### src/rtl/cpu_bus_target_mux.sv
// cpu_bus_target_mux
// Responder-side bus mux: decodes the initiator address onto one of four
// target ports, registers the target response and returns it with a
// one-cycle ready pulse. Unmapped addresses complete immediately with an
// error flag.
//
// Optional feature macro: BUS_TIMEOUT_EN
//   defined   -> an ACCESS-cycle counter forces an error response after
//                TIMEOUT cycles without target ready.
//   undefined -> ACCESS waits for the target indefinitely.
module cpu_bus_target_mux #(
    parameter logic [31:0] T0_BASE = 32'h0000_0000,
    parameter logic [31:0] T0_MASK = 32'hF000_0000,
    parameter logic [31:0] T1_BASE = 32'h1000_0000,
    parameter logic [31:0] T1_MASK = 32'hF000_0000,
    parameter logic [31:0] T2_BASE = 32'h2000_0000,
    parameter logic [31:0] T2_MASK = 32'hF000_0000,
    parameter logic [31:0] T3_BASE = 32'h3000_0000,
    parameter logic [31:0] T3_MASK = 32'hF000_0000,
    parameter int unsigned TIMEOUT = 255
) (
    input  logic          i_clock,
    input  logic          i_reset_n,
    // initiator side
    input  logic          i_bus_rw,
    input  logic          i_bus_request,
    output logic          o_bus_ready,
    input  logic [31:0]   i_bus_address,
    output logic [31:0]   o_bus_rdata,
    input  logic [31:0]   i_bus_wdata,
    output logic          o_bus_error,
    // target side
    output logic [3:0]    o_t_request,
    output logic          o_t_rw,
    output logic [31:0]   o_t_address,
    output logic [31:0]   o_t_wdata,
    input  logic [3:0]    i_t_ready,
    input  logic [127:0]  i_t_rdata
);

    // One-hot style encoding; every other code is treated as illegal and
    // recovers to IDLE.
    typedef enum logic [2:0] {
        IDLE    = 3'b000,
        ACCESS  = 3'b001,
        RESPOND = 3'b010,
        RELEASE = 3'b100
    } state_t;

    state_t       r_state;
    logic [1:0]   r_sel;
    logic [3:0]   r_t_request;
    logic         r_t_rw;
    logic [31:0]  r_t_address;
    logic [31:0]  r_t_wdata;
    logic         r_bus_ready;
    logic         r_bus_error;
    logic [31:0]  r_bus_rdata;

    logic         w_hit;
    logic [1:0]   w_hit_idx;
    logic         w_sel_ready;
    logic [31:0]  w_sel_rdata;
    logic         w_timeout;

`ifdef BUS_TIMEOUT_EN
    localparam int CNT_W = $clog2(TIMEOUT + 1);

    // r_cnt holds the number of ACCESS cycles already completed; w_cnt_next
    // counts the current cycle too, so the forced error lands on the
    // TIMEOUT-th ACCESS edge.
    logic [CNT_W-1:0] r_cnt;
    logic [CNT_W-1:0] w_cnt_next;

    assign w_cnt_next = r_cnt + CNT_W'(1);
    assign w_timeout  = (w_cnt_next == CNT_W'(TIMEOUT));
`else
    assign w_timeout  = 1'b0;
`endif

    // Address decode; checked from highest to lowest index so the lowest
    // matching target is the one left standing on overlap.
    always_comb begin
        // NOTE: every output of a combinational block gets a default first,
        // otherwise paths that skip an assignment infer a latch.
        w_hit     = 1'b0;
        w_hit_idx = 2'd0;
        if ((i_bus_address & T3_MASK) == T3_BASE) begin
            w_hit     = 1'b1;
            w_hit_idx = 2'd3;
        end
        if ((i_bus_address & T2_MASK) == T2_BASE) begin
            w_hit     = 1'b1;
            w_hit_idx = 2'd2;
        end
        if ((i_bus_address & T1_MASK) == T1_BASE) begin
            w_hit     = 1'b1;
            w_hit_idx = 2'd1;
        end
        if ((i_bus_address & T0_MASK) == T0_BASE) begin
            w_hit     = 1'b1;
            w_hit_idx = 2'd0;
        end
    end

    // Only the selected target's ready and read data are ever looked at.
    always_comb begin
        w_sel_ready = i_t_ready[r_sel];
        w_sel_rdata = i_t_rdata[{r_sel, 5'd0} +: 32];
    end

    // Transaction FSM with all bus and target outputs registered.
    always_ff @(posedge i_clock or negedge i_reset_n) begin
        if (!i_reset_n) begin
            r_state     <= IDLE;
            r_sel       <= 2'd0;
            r_t_request <= 4'd0;
            r_t_rw      <= 1'b0;
            r_t_address <= 32'd0;
            r_t_wdata   <= 32'd0;
            r_bus_ready <= 1'b0;
            r_bus_error <= 1'b0;
            r_bus_rdata <= 32'd0;
`ifdef BUS_TIMEOUT_EN
            r_cnt       <= '0;
`endif
        end else begin
            // NOTE: sequential state uses non-blocking assignments so every
            // register samples the pre-edge values, independent of order.
            case (r_state)
                IDLE: begin
                    if (i_bus_request) begin
                        if (w_hit) begin
                            r_t_rw      <= i_bus_rw;
                            r_t_address <= i_bus_address;
                            r_t_wdata   <= i_bus_wdata;
                            r_sel       <= w_hit_idx;
                            r_t_request <= 4'b0001 << w_hit_idx;
`ifdef BUS_TIMEOUT_EN
                            r_cnt       <= '0;
`endif
                            r_state     <= ACCESS;
                        end else begin
                            // Unmapped: complete at once so the CPU never stalls.
                            r_bus_ready <= 1'b1;
                            r_bus_error <= 1'b1;
                            r_bus_rdata <= 32'd0;
                            r_state     <= RESPOND;
                        end
                    end
                end

                ACCESS: begin
                    if (w_sel_ready) begin
                        // Ready beats a coincident timeout.
                        r_t_request <= 4'd0;
                        r_bus_rdata <= w_sel_rdata;
                        r_bus_ready <= 1'b1;
                        r_bus_error <= 1'b0;
                        r_state     <= RESPOND;
                    end else if (w_timeout) begin
                        r_t_request <= 4'd0;
                        r_bus_rdata <= 32'd0;
                        r_bus_ready <= 1'b1;
                        r_bus_error <= 1'b1;
                        r_state     <= RESPOND;
                    end else begin
`ifdef BUS_TIMEOUT_EN
                        r_cnt       <= w_cnt_next;
`endif
                    end
                end

                RESPOND: begin
                    // Ready/error are a single-cycle pulse; rdata holds.
                    r_bus_ready <= 1'b0;
                    r_bus_error <= 1'b0;
                    r_state     <= RELEASE;
                end

                RELEASE: begin
                    // A request still held high must not re-issue the access.
                    if (!i_bus_request) begin
                        r_state <= IDLE;
                    end
                end

                default: begin
                    r_state     <= IDLE;
                    r_t_request <= 4'd0;
                    r_bus_ready <= 1'b0;
                    r_bus_error <= 1'b0;
                end
            endcase
        end
    end

    assign o_bus_ready = r_bus_ready;
    assign o_bus_error = r_bus_error;
    assign o_bus_rdata = r_bus_rdata;
    assign o_t_request = r_t_request;
    assign o_t_rw      = r_t_rw;
    assign o_t_address = r_t_address;
    assign o_t_wdata   = r_t_wdata;

endmodule

### config.mk
export PLATFORM = sky130hd
export DESIGN_NAME = cpu_bus_target_mux
export DESIGN_NICKNAME = d
export VERILOG_FILES = /design/src/rtl/cpu_bus_target_mux.sv
export SDC_FILE = /design/constraint.sdc
export NUM_CORES = 1
export LEC_CHECK = 0
export CORE_MARGIN = 3
export CORE_UTILIZATION = 35
export CTS_CLUSTER_DIAMETER = 100
export DETAILED_ROUTE_END_ITERATION = 6
export GPL_ROUTABILITY_DRIVEN = 0
export PLACE_DENSITY = 0.78
export SLEW_MARGIN = 20
export SYNTH_ARGS = -nofsm -noshare
export SYNTH_HDL_FRONTEND = slang
export SYNTH_SLANG_ARGS = --single-unit
### constraint.sdc
create_clock -name i_clock -period 1.61 [get_ports i_clock]
set_input_delay 0.322 -clock i_clock [delete_from_list [all_inputs] [get_ports i_clock]]
set_output_delay 0.322 -clock i_clock [all_outputs]
set_load 0.005 [all_outputs]
==> results.md <==
* Drt drc at 0
* Synth Instances at 370
* Worst rel slew slack at 0.717
* Clk buf depth at 2
* Total grt overflow at 0
* # IOs at 303
* Worst Path Buf+Inv at 1
* Worst Max-Slew Pin Slew at 0.425 ns
* Fmax at 592 MHz
* CTS HTree Levels at 3
* Req. time, crit path at 1.88 ns
* Crit Path Class: reg2reg
* Initial core utilization at 0.366
* Site row count at 43
* Violated checks: negative setup slack
* Worst clock skew at 0.00568 ns
* Final WS setup at -0.0800 ns
* Delay-heaviest family, CP: multiplexers
* Status: finished with violations
* Total power per unit cell area at 1470 nW/um^2
* Slowest Stage Delay on Critical Path at 0.59 ns
* Wire per inst at 18.2 um
* Final min period at 1.69 ns
* Clk root buf: clkbuf_16
* Layout cells sized above 1 at 0.224
* CTS buffer count at 9
* Netlist cell types at 30
* Max-slew violation count at 0
* Drt total wl at 15.8 mm
* Crit Path Max Fanout at 12
* Pre-CTS setup slack at -0.423 ns
* Setup_tns at -2.12 ns
* Fin. Hold Viols at 0
* Initial antenna violation count at 1
* Chip height at 128 um
* Layout area overhead at 73.6%
* CP cell instances: mux4_2 > a22o_4 > buf_12 > mux2i_1
* Period utilization at 1.05
* Crit-path slowest cell: mux4_2
* Synth warnings at 0
* Largest net degree at the start of global routing at 57
* WP data arrival at 1.96 ns
* Total track usage at 0.187
* Unrepaired setup endpoints after global routing: true
* Initial drt markers at 179
* Syn Nets at 570
* Class of the worst hold path: in2async
* Clk_lat worst skew at 0.35 ns
* Final nets at 886
* Leak at 0.00369 uW
* Placed Cells at 844
* Post-Syn Area at 5180 um^2
* Final setup viols at 36
* DRT antenna net count at 0
* Drt pass-1 iters at 4
* DP Wirelength at 12.3 mm
* Die width at 128 um
* Syn Area/Cell at 14.0 um^2
* Clk sink count at 108
* Via count at 4225
* Register bit total from synthesis at 108
* Floorplan Core Area at 14100 um^2
* First-pass GRT wire length at 23.7 mm
* Finished Layout Cells at 872
* TritonCTS clock tree: yes
* Clk slew on worst S/H paths at 0.08 ns
* Post-synthesis sequential area ratio at 0.522
* Startpoint types: flip-flop
* Maximum VDD drop at 0.702 mV
* Vias per cell at 4.85
* Vias in the first global route at 4534
* Crit end category: flip-flop
* Die ar. at 16300 um^2
* Port Buffers at 302
* Max_cap viols at 0
==> worst register-to-register path, stage by stage (launching register included) <==
cell and delay [ns]:
dfrtp_2 0.38, mux4_2 0.59, a22o_4 0.30, buf_12 0.17, mux2i_1 0.17
==> metal layers <==
layer,routed length [um],vias up,share of wire,GRT usage
met4,351,0,0.022,0.0787
li1,-,1942,-,-
met2,8400,224,0.53,0.336
met3,1430,22,0.090,0.0485
met5,0,-,0,0
met1,5670,2037,0.36,0.211
==> flip-flops by register name (all words and copies together) (netlist names) <==
register,cells
o_t_rw,1
o_bus_ready,1
r_state,3
o_bus_error,1
r_sel,2
o_t_wdata,32
o_t_request,4
o_t_address,32
o_bus_rdata,32
==> kinds of logic after synthesis <==
group	synth area share
compound gates	0.0251
simple gates	0.0623
mux	0.340
flops	0.522
buf+inv	0.0505
==> per-stage QoR <==
stage,util,hold WS [ns],instance area (um^2),total power [uW]
2_1_floorplan,-,0.0264,5200,7340
3_3_place_gp,0.600,0.160,8480,10600
3_5_place_dp,0.600,0.161,8480,10700
4_1_cts,0.627,0.334,8880,13200
5_1_grt,0.635,0.354,8990,14000
6_report,0.635,0.365,8990,13200
==> cell type report <==
cell class / instances / area [um^2]
Tap cell: 180 / 225
Sequential cell: 108 / 2710
Clock inverter: 6 / 73.8
Inverter: 33 / 124
Multi-Input combinational cell: 205 / 2250
Clock buffer: 10 / 229
Antenna cell: 1 / 2.50
Fill cell: 1077 / 5160
Timing Repair Buffer: 329 / 3380
==> synth_stat cells (all sizes together) <==
library cell	n	area, um^2
nand2b	2	12.5
o21a	1	7.51
nand4	1	6.26
o21ai	2	10.0
nor2b	5	31.3
mux2	62	698
o211ai	2	15.0
a21oi	1	5.00
or2	1	6.26
nor3b	1	12.5
inv	33	124
mux4	33	743
mux2i	32	320
nor2	3	11.3
or3b	4	35.0
nor4b	1	23.8
or4b	1	10.0
nand3	4	20.0
and2	2	12.5
a22o	1	8.76
nand2	37	141
o311ai	1	8.76
buf	11	88.8
a32oi	4	35.0
clkbuf	13	48.8
a21bo	4	40.0
dfrtp	108	2700
==> power by group <==
| group | switching (uW) | leakage [uW] | internal [uW] | total (uW) |
|---|---|---|---|---|
| Sequential | 603 | 0.00136 | 3830 | 4430 |
| Combinational | 2200 | 0.00219 | 4360 | 6560 |
| Clock | 1030 | 0.000141 | 1220 | 2250 |
| Total | 3830 | 0.00369 | 9410 | 13200 |
==> what timing repair did <==
action,in CTS,in global routing
gates resized for setup,12,9
pin swaps,3,3
endpoints found under the setup margin,38,103
setup buffers,4,3
endpoints found under the hold margin,6,0
gates cloned,1,2
hold buffers,1,0
==> final timing paths <==
kind                                 start  slack, ns              end  cells after the start
setup / recovery                  r_sel[0]      -0.08   o_bus_rdata[5]                      4
hold / removal                   i_reset_n       0.37  o_t_address[20]                      2
setup reg to reg                  r_sel[0]      -0.08   o_bus_rdata[5]                      4
hold reg to reg            o_t_address[31]       0.49  o_t_address[31]                      1
max in group asynchronous        i_reset_n       0.73   o_bus_rdata[3]                      3
min in group i_clock       o_t_address[31]       0.49  o_t_address[31]                      1
==> placed cells by master, fill, tap and decap left out, drive strengths merged, types with 3 or more instances in the layout <==
master	n
dlymetal6s2s	3
dlygate4sd2	3
mux2i	32
mux2	62
nand2	37
nor2	3
clkdlybuf4s50	295
a32oi	4
or3b	4
inv	34
nand3	4
nor2b	5
clkbuf	12
a21bo	4
buf	25
mux4	33
dfrtp	108
Power figures use the tool's default switching activity.
